### config.mk
export PLATFORM = sky130hd
export DESIGN_NAME = ssd_scan_ctrl
export DESIGN_NICKNAME = d
export VERILOG_FILES = /design/src/rtl/ssd_scan_ctrl.sv
export SDC_FILE = /design/constraint.sdc
export NUM_CORES = 1
export LEC_CHECK = 0
export BUFFER_PORTS_ARGS = -buffer_cell sky130_fd_sc_hd__clkbuf_2
export CORE_UTILIZATION = 60
export DETAILED_ROUTE_END_ITERATION = 8
export GPL_ROUTABILITY_DRIVEN = 0
export PLACE_DENSITY = 0.84
export SYNTH_ARGS = -nofsm -noshare
export SYNTH_HDL_FRONTEND = slang
export SYNTH_SLANG_ARGS = --single-unit
### constraint.sdc
create_clock -name clk -period 6.1 [get_ports clk]
set_input_delay 1.83 -clock clk [delete_from_list [all_inputs] [get_ports clk]]
set_output_delay 1.83 -clock clk [all_outputs]
set_load 0.01 [all_outputs]
### src/rtl/ssd_scan_ctrl.sv
// ssd_scan_ctrl: scan sequencer for a 4-digit multiplexed seven-segment display.
// Produces the digit index, the nibble for the BCD decoder and the active-low
// anode pattern, with guard blanking at each slot start, optional leading-zero
// blanking and a double-buffered display word loaded over valid/ready.
// Optional brightness control is compiled in when SSD_DIM_EN is defined.
module ssd_scan_ctrl #(
    parameter int unsigned PRESCALE = 50000,
    parameter int unsigned GUARD    = 4,
    parameter int unsigned CNT_W    = 20
) (
    input  logic        clk,
    input  logic        rst_n,
    input  logic        en,
    input  logic        lz_blank,
`ifdef SSD_DIM_EN
    input  logic [2:0]  bright,
`endif
    input  logic        load_valid,
    output logic        load_ready,
    input  logic [15:0] load_data,
    output logic [3:0]  digit_o,
    output logic [3:0]  ssd_ctrl,
    output logic [1:0]  scan_idx,
    output logic        frame_done
);

    typedef enum logic {IDLE = 1'b0, SCAN = 1'b1} state_t;

    localparam logic [CNT_W-1:0] LAST    = CNT_W'(PRESCALE - 1);
    localparam logic [CNT_W-1:0] GUARD_C = CNT_W'(GUARD);

    state_t            state_q, state_d;
    logic [CNT_W-1:0]  cnt_q, cnt_d;
    logic [1:0]        idx_q, idx_d;
    logic [15:0]       active_q, active_d;
    logic [15:0]       pend_q, pend_d;
    logic              pendFull_q, pendFull_d;
    logic [3:0]        ssd_q, ssd_d;
    logic [3:0]        digit_q, digit_d;
    logic              frameDone_q, frameDone_d;
    logic              blank;
    logic              anodeOn;
`ifdef SSD_DIM_EN
    logic [2:0]        bright_q, bright_d;
    logic [31:0]       onTime;
    logic [31:0]       sinceGuard;
    logic              dimOn;
`endif

    // Next-state logic: scan FSM, slot counter/index, and the pending->active word transfer
    always_comb begin
        state_d     = state_q;
        cnt_d       = cnt_q;
        idx_d       = idx_q;
        active_d    = active_q;
        pend_d      = pend_q;
        pendFull_d  = pendFull_q;
        frameDone_d = 1'b0;

        case (state_q)
            IDLE: begin
                cnt_d = '0;
                idx_d = 2'd0;
                if (en) begin
                    state_d = SCAN;
                end
            end
            SCAN: begin
                if (!en) begin
                    state_d = IDLE;
                    cnt_d   = '0;
                    idx_d   = 2'd0;
                end else if (cnt_q == LAST) begin
                    cnt_d       = '0;
                    idx_d       = idx_q + 2'd1;
                    frameDone_d = (idx_q == 2'd3);
                end else begin
                    cnt_d = cnt_q + CNT_W'(1);
                end
            end
            default: state_d = IDLE;
        endcase

        // A full pending buffer blocks capture, so transfer and capture never coincide
        if (pendFull_q && ((state_q == IDLE) || frameDone_d)) begin
            active_d   = pend_q;
            pendFull_d = 1'b0;
        end else if (load_valid && !pendFull_q) begin
            pend_d     = load_data;
            pendFull_d = 1'b1;
        end
    end

    // Output decode from next-state values so the registered outputs track the new slot/count
    always_comb begin
        digit_d = 4'h0;
        blank   = 1'b0;
        case (idx_d)
            2'd0: begin
                digit_d = active_d[15:12];
                blank   = lz_blank && (active_d[15:12] == 4'h0);
            end
            2'd1: begin
                digit_d = active_d[11:8];
                blank   = lz_blank && (active_d[15:8] == 8'h00);
            end
            2'd2: begin
                digit_d = active_d[7:4];
                blank   = lz_blank && (active_d[15:4] == 12'h000);
            end
            default: begin
                digit_d = active_d[3:0];
                blank   = 1'b0;
            end
        endcase

`ifdef SSD_DIM_EN
        bright_d   = (cnt_d == '0) ? bright : bright_q;
        sinceGuard = 32'(cnt_d) - 32'(GUARD);
        onTime     = ((PRESCALE - GUARD) >> 3) * (32'(bright_d) + 32'd1);
        dimOn      = (sinceGuard < onTime);
        anodeOn    = (state_d == SCAN) && !(cnt_d < GUARD_C) && !blank && dimOn;
`else
        anodeOn    = (state_d == SCAN) && !(cnt_d < GUARD_C) && !blank;
`endif

        ssd_d = anodeOn ? ~(4'b1000 >> idx_d) : 4'hF;
    end

    // State and output registers; reset darkens the display and empties both buffers
    always_ff @(posedge clk or negedge rst_n) begin
        if (!rst_n) begin
            state_q     <= IDLE;
            cnt_q       <= '0;
            idx_q       <= 2'd0;
            active_q    <= 16'h0000;
            pend_q      <= 16'h0000;
            pendFull_q  <= 1'b0;
            ssd_q       <= 4'hF;
            digit_q     <= 4'h0;
            frameDone_q <= 1'b0;
`ifdef SSD_DIM_EN
            bright_q    <= 3'd0;
`endif
        end else begin
            state_q     <= state_d;
            cnt_q       <= cnt_d;
            idx_q       <= idx_d;
            active_q    <= active_d;
            pend_q      <= pend_d;
            pendFull_q  <= pendFull_d;
            ssd_q       <= ssd_d;
            digit_q     <= digit_d;
            frameDone_q <= frameDone_d;
`ifdef SSD_DIM_EN
            bright_q    <= bright_d;
`endif
        end
    end

    assign load_ready = ~pendFull_q;
    assign digit_o    = digit_q;
    assign ssd_ctrl   = ssd_q;
    assign scan_idx   = idx_q;
    assign frame_done = frameDone_q;

endmodule

==> flow_summary.ini, run 1 <==
[layout]
drive_gt1_share_pct = 29.5
design_area_sq_mm = 0.00362
area_delta_synth_final_pct = 11.4
n_antenna_cell = 0
final_cell_mix = dfrtp_1, clkbuf_2, nor2_1
multi_input_area_sq_mm = 0.00149
stdcell_count = 382
seqCellArea_sq_mm = 0.00163
num-fill-cells = 374
layout_commonest_cell = dfrtp_1
layout.nets = 335

[grt]
track_usage_pct = 26.8
grt_antenna_before_repair = 0
grt_pass1_vias = 2240
grt_max_degree = 66
grt_first_pass_wirelength_microns = 10800
grt_overflow = 0

[die]
die-area_sq_mm = 0.00572
initial_core_util_pct = 62.8
ioPinCount = 33
die_x_microns = 75.6
core_area_sq_mm = 0.00517
die_h_microns = 75.6
rows = 26

[place]
place_inst = 366
io_buffers = 32
placedInstanceArea_sq_mm = 0.00340
place_hpwl_microns = 4500

[job]
drv_cap = 0

[yosys]
synth_top_area_cell = dfrtp_1
synth_area_leaders = dfrtp_1, mux2_2, mux2_4, dfstp_2, nor2_1
yosysWarnings = 0
ys.flop_type = dfrtp_1
synthDistinctLibCells = 44
synth-edff-count = 0
synth_cells = 280
yosys_register_bits = 65
synth_area_sq_mm = 0.00325
seq_area_frac_synth_pct = 50.2
syn_avg_cell_area_sq_um = 11.6
async_reset_ff_share_pct = 100
synth_top_area_share_pct = 47.0
synth_fp_nets = 308

[setup_path]
arrival_ns = 3.77
critical_path.max_fanout = 20
slowest_stage = o31a_1
end_kind = flop
path_buf_inv = 1
crit_type = in2reg
required_ns = 6.31
cp_cell_sequence = clkbuf_2 -> nand3_1 -> o31a_1 -> mux2_4 -> a222oi_1 -> a21oi_1
max_stage_delay_ns = 0.88
cp-start-kind = input pin
path_delay_family = compound AO/OA/AOI/OAI gates

[timing]
timing.final.crit_share_pct = 58.3
skew_ns = 0.00624
worst_pin_slew_ns = 1.13
timing.slew.headroom_pct = 24.5
fin_tns_setup_ns = 0
hold_violations = 0
maxSlewViolCount = 0
setup_viol = 0
clock.fmax_ghz = 0.281
rsz0062_at_grt = no
period_needed_ns = 3.56

[pwr]
combPwrFrac_pct = 15.4
p_leak_nw = 1.61
p_switching_uw = 298
p_int_uw = 863
power_mw = 1.16
irDropWorstVdd_mv = 0.256
p_per_area_mw_per_mm2 = 321
netSwitchingFraction_pct = 25.7
share_seq_of_total_power_pct = 49.8
power_frac_clock_pct = 34.8

[clock_tree]
cts.sinks = 65
cts_tree = yes
insertion_delay_ns = 0.34
post_cts_buffers = 0
holdBufCountCts = 0
cts_inserted_buffers = 9
root_buffer = clkbuf_8
cts_max_level = 3
ctsResizeCount = 0
cts_buffer_depth = 2
cts.clk_slew.worst_paths_ns = 0.07

[detailed_routing]
drt-initial-drc-count = 129
drtPass1Iterations = 4
drtAntennaViolNets = 0
vias = 2245
drc = 0
vias_per_cell = 5.88
wire_per_inst_microns = 16.9
wirelength_microns = 6440

[min_path]
hold_path.class = reg2reg

[run_status]
status = complete, no violations
-- registers in the layout, indices dropped and copies added, names as in the netlist --
register    cells
cnt_q          20
active_q       16
pend_q         16
digit_o         4
ssd_ctrl        4
scan_idx        2
frame_done      1
pendFull_q      1
state_q         1
-- final cells by class --
cell class                 count  area share (%)
sequential                    65            45.1
clock inverter                 5            2.18
tap                           70            2.42
inverter                       4           0.415
clock buffer                  11            3.90
multi-input combinational    193            41.2
timing repair buffer          34            4.84
-- synthesized netlist by cell type (3+ instances only) --
master,count
buf_2,8
nor3_1,3
inv_1,4
mux2_1,3
clkbuf_1,4
nor4_1,5
o21ai_0,3
and4_1,6
xor2_1,10
dfrtp_1,61
and2_1,4
and3_1,5
mux2_4,9
or2_2,4
ha_1,7
a21oi_1,6
xnor2_1,11
dfstp_2,4
nand4_1,13
mux2_2,21
a222oi_1,4
buf_6,4
a211o_1,3
nor2_1,28
nand3_1,13
nand2_1,11
-- worst paths after layout --
path / startpoint / to / slack, ns / depth (start not counted)
worst max-delay path: en / digit_o[2]$_DFF_PN0_ / 2.54 / 6
worst min-delay path: active_q[0]$_DFF_PN0_ / active_q[0]$_DFF_PN0_ / 0.50 / 1
worst max register to register: cnt_q[0]$_DFF_PN0_ / ssd_ctrl[1]$_DFF_PN1_ / 2.78 / 12
worst min register to register: active_q[0]$_DFF_PN0_ / active_q[0]$_DFF_PN0_ / 0.50 / 1
max in group asynchronous: rst_n / cnt_q[17]$_DFF_PN0_ / 3.94 / 2
min in group asynchronous: rst_n / cnt_q[12]$_DFF_PN0_ / 1.65 / 2
-- through the flow --
step	hold slack, ns	utilization [%]	setup WS (ns)
detailed placement	0.487	65.7	2.26
global placement	0.481	65.7	2.34
global route	0.529	70.0	2.47
finish	0.499	70.0	2.54
CTS	0.503	70.0	2.57
floorplan	0.471	-	2.76
-- worst reg2reg max path, delay by kind of cell (launching register included) --
family / cells / cell delay, ns
flip-flops: 1 / 0.42
AO/OA/AOI/OAI: 2 / 0.33
multiplexers: 2 / 0.44
AND/OR/NAND/NOR: 6 / 1.44
adder cells (fa/ha/maj): 2 / 0.63
-- power groups by stage --
| stage | registers (mW) | logic [mW] | clock network [mW] |
|---|---|---|---|
| floorplan | 0.564 | 0.130 | 0 |
| finish | 0.578 | 0.179 | 0.404 |
| global placement | 0.580 | 0.170 | 0 |
| CTS | 0.578 | 0.182 | 0.411 |
| detailed placement | 0.584 | 0.179 | 0 |
| global route | 0.587 | 0.198 | 0.430 |
-- kinds of logic after synthesis --
logic type	share of synthesized area (%)
muxes	12.8
DFF	50.2
xor gates and xnor gates	5.66
and+or+nand+nor	17.5
AOI/OAI and AO/OA	7.24
buffers and inverters	3.93
adders and majority gates	2.69
-- metal layers --
metal  up-vias  track usage, %  wire length, microns  share of wire (%)
met4         0            13.4                   177                2.7
met1      1107            31.7                  2670                 41
met5         -               0                     0                  0
met3        17            7.28                   288                4.5
met2        55            45.1                  3300                 51
li1       1066               -                     -                  -
No activity file was read; power rests on OpenSTA's default activity.
==> run 2, diff against run 1 <==
CORE_UTILIZATION = 59   (was 60)
PLACE_DENSITY = 0.83   (was 0.84)
clock period = 3.4 ns   (was 6.1 ns; I/O delays follow)
==> run 2 against run 1 <==
Against the previous run: core utilization fell by 0.85 points; sequential cell count is the same; die area up 1.6%; sequential power grew 76%; wire length decreased by 2.9%; via count increased by 0.40%; power up 66%; critical path depth rose by 6; non-clock buffer count up 1; register-to-register slack worse by 2.5 ns; cell count up 0.26%; clock skew rose by 0.0058 ns; critical path type is now reg2reg; largest cell class unchanged; largest power group unchanged.
==> flow_summary.ini, run 2 (same netlist as run 1, synthesis figures left out) <==
[die]
rows = 26
core_area_sq_mm = 0.00520
die-area_sq_mm = 0.00581
die_h_microns = 76.2
ioPinCount = 33
die_x_microns = 76.2
initial_core_util_pct = 62.5

[timing]
worst_pin_slew_ns = 0.788
timing.slew.headroom_pct = 47.5
period_needed_ns = 3.12
finalWorstSetupSlack_ns = 0.282
skew_ns = 0.0120
timing.final.crit_share_pct = 91.7
setup_viol = 0
hold_violations = 0
clock.fmax_ghz = 0.321
maxSlewViolCount = 0
fin_hold_ws_ns = 0.503
rsz0062_at_grt = no
fin_tns_setup_ns = 0

[setup_path]
worstRegToRegCells = 12
path_delay_family = simple AND/OR/NAND/NOR gates
cp_cell_sequence = ha_1 -> and4_1 -> nand3_1 -> nor3_2 -> mux2i_1 -> or2_2 -> ha_1 -> o41ai_1 -> nand3_1 -> mux2_2 -> a211o_1 -> nand4_1
arrival_ns = 3.40
r2r_start = cnt_q[0]$_DFF_PN0_
cp-start-kind = flop
critical_path.max_fanout = 6
worstSetupPathDepth = 12
crit_end = ssd_ctrl[1]$_DFF_PN1_
crit_type = reg2reg
max_stage_delay_ns = 0.42
worstSetupStartpoint = cnt_q[0]$_DFF_PN0_
worstReg2RegEnd = ssd_ctrl[1]$_DFF_PN1_
slowest_stage = dfrtp_1
reg2reg_slack_ns = 0.28
end_kind = flop
required_ns = 3.68
path_buf_inv = 0

[pwr]
share_seq_of_total_power_pct = 52.9
irDropWorstVdd_mv = 0.446
combPwrFrac_pct = 17.3
p_int_mw = 1.41
p_switching_uw = 522
power_frac_clock_pct = 29.8
p_leak_nw = 1.59
p_per_area_mw_per_mm2 = 535
netSwitchingFraction_pct = 27.1
power_mw = 1.93

[grt]
grt_pass1_vias = 2229
grt_first_pass_wirelength_microns = 10700
grt_antenna_before_repair = 0
track_usage_pct = 24.0
grt_max_degree = 36
grt_overflow = 0

[layout]
area_delta_synth_final_pct = 10.7
stdcell_count = 383
top_regs = cnt_q: 20 flops, active_q: 16 flops, pend_q: 16 flops
layout.nets = 336
largest_reg_flops = 20
n_antenna_cell = 0
num-fill-cells = 387
final_cell_mix = dfrtp_1, clkbuf_2, nor2_1
multi_input_area_sq_mm = 0.00150
top_register = cnt_q
seqCellArea_sq_mm = 0.00163
drive_gt1_share_pct = 29.7
layout_commonest_cell = dfrtp_1

[clock_tree]
cts.sinks = 65
insertion_delay_ns = 0.35
root_buffer = clkbuf_8
cts_tree = yes
holdBufCountCts = 0
cts_buffer_depth = 2
cts_max_level = 3
cts_inserted_buffers = 9
cts.clk_slew.worst_paths_ns = 0.07

[detailed_routing]
drc = 0
drtAntennaViolNets = 0
wire_per_inst_microns = 16.3
wirelength_microns = 6250
drtPass1Iterations = 4
vias_per_cell = 5.89
vias = 2254
drt-initial-drc-count = 116

[place]
place_inst = 367
place_ws_ns = 0.220
io_buffers = 32
place_hpwl_microns = 4520

[min_path]
hold_path.class = reg2reg

[job]
drv_cap = 0

[run_status]
status = complete, no violations
run 2: cell types whose count changed in the layout (fill, tap and decap cells not counted), sizes merged:
cell | before | now
clkinv | 3 | 1
clkbuf | 43 | 44
clkinvlp | 0 | 2
buf | 2 | 3
bufinv | 2 | 0
inv | 4 | 5
run 2: what timing repair did:
action,CTS,global route
resized for setup,0,1
setup buffers,0,0
endpoints found under the setup margin,0,2
run 2: cell type report:
type / instances / area share [%]
repair buffers: 35 / 5.42
multi-input cells: 193 / 41.6
well taps: 70 / 2.43
clock inverters: 4 / 0.799
flip-flops and latches: 65 / 45.3
inverters: 4 / 0.417
clock buffers: 12 / 4.03
run 2: per-stage QoR:
stage	util [%]	instance area, sq um
2_1_floorplan	-	3250
3_3_place_gp	65.7	3420
3_5_place_dp	65.7	3420
4_1_cts	69.1	3590
5_1_grt	69.2	3600
6_report	69.2	3600
run 2: routing by layer:
layer | global-route usage (%) | part of all wire (%)
met5 | 0 | 0
met4 | 8.27 | 1.1
met3 | 8.02 | 5.4
met2 | 38.3 | 50
met1 | 30.5 | 44
run 2: worst min path at each step:
stage | start | endpoint | cells after the start | slack (ns)
final | active_q[3]$_DFF_PN0_ | active_q[3]$_DFF_PN0_ | 1 | 0.50
after global routing | active_q[1]$_DFF_PN0_ | active_q[1]$_DFF_PN0_ | 1 | 0.54
after CTS | active_q[3]$_DFF_PN0_ | active_q[3]$_DFF_PN0_ | 1 | 0.50
after detailed placement | active_q[3]$_DFF_PN0_ | active_q[3]$_DFF_PN0_ | 1 | 0.49
after global placement | active_q[3]$_DFF_PN0_ | active_q[3]$_DFF_PN0_ | 1 | 0.48
after floorplan | active_q[0]$_DFF_PN0_ | active_q[0]$_DFF_PN0_ | 1 | 0.47
run 2: worst register-to-register path: cells and delay by family, from the launching register on:
family | cells | cell delay [ns]
AO/OA/AOI/OAI | 2 | 0.34
adder cells (fa/ha/maj) | 2 | 0.62
flip-flops | 1 | 0.42
multiplexers | 2 | 0.41
AND/OR/NAND/NOR | 6 | 1.27
run 2: power groups by stage:
stage | clock [mW] | sequential (mW) | combinational, mW
after global placement | 0 | 1.02 | 0.329
after floorplan | 0 | 1.01 | 0.233
final | 0.574 | 1.02 | 0.334
after global routing | 0.624 | 1.04 | 0.361
after CTS | 0.588 | 1.02 | 0.339
after detailed placement | 0 | 1.03 | 0.338
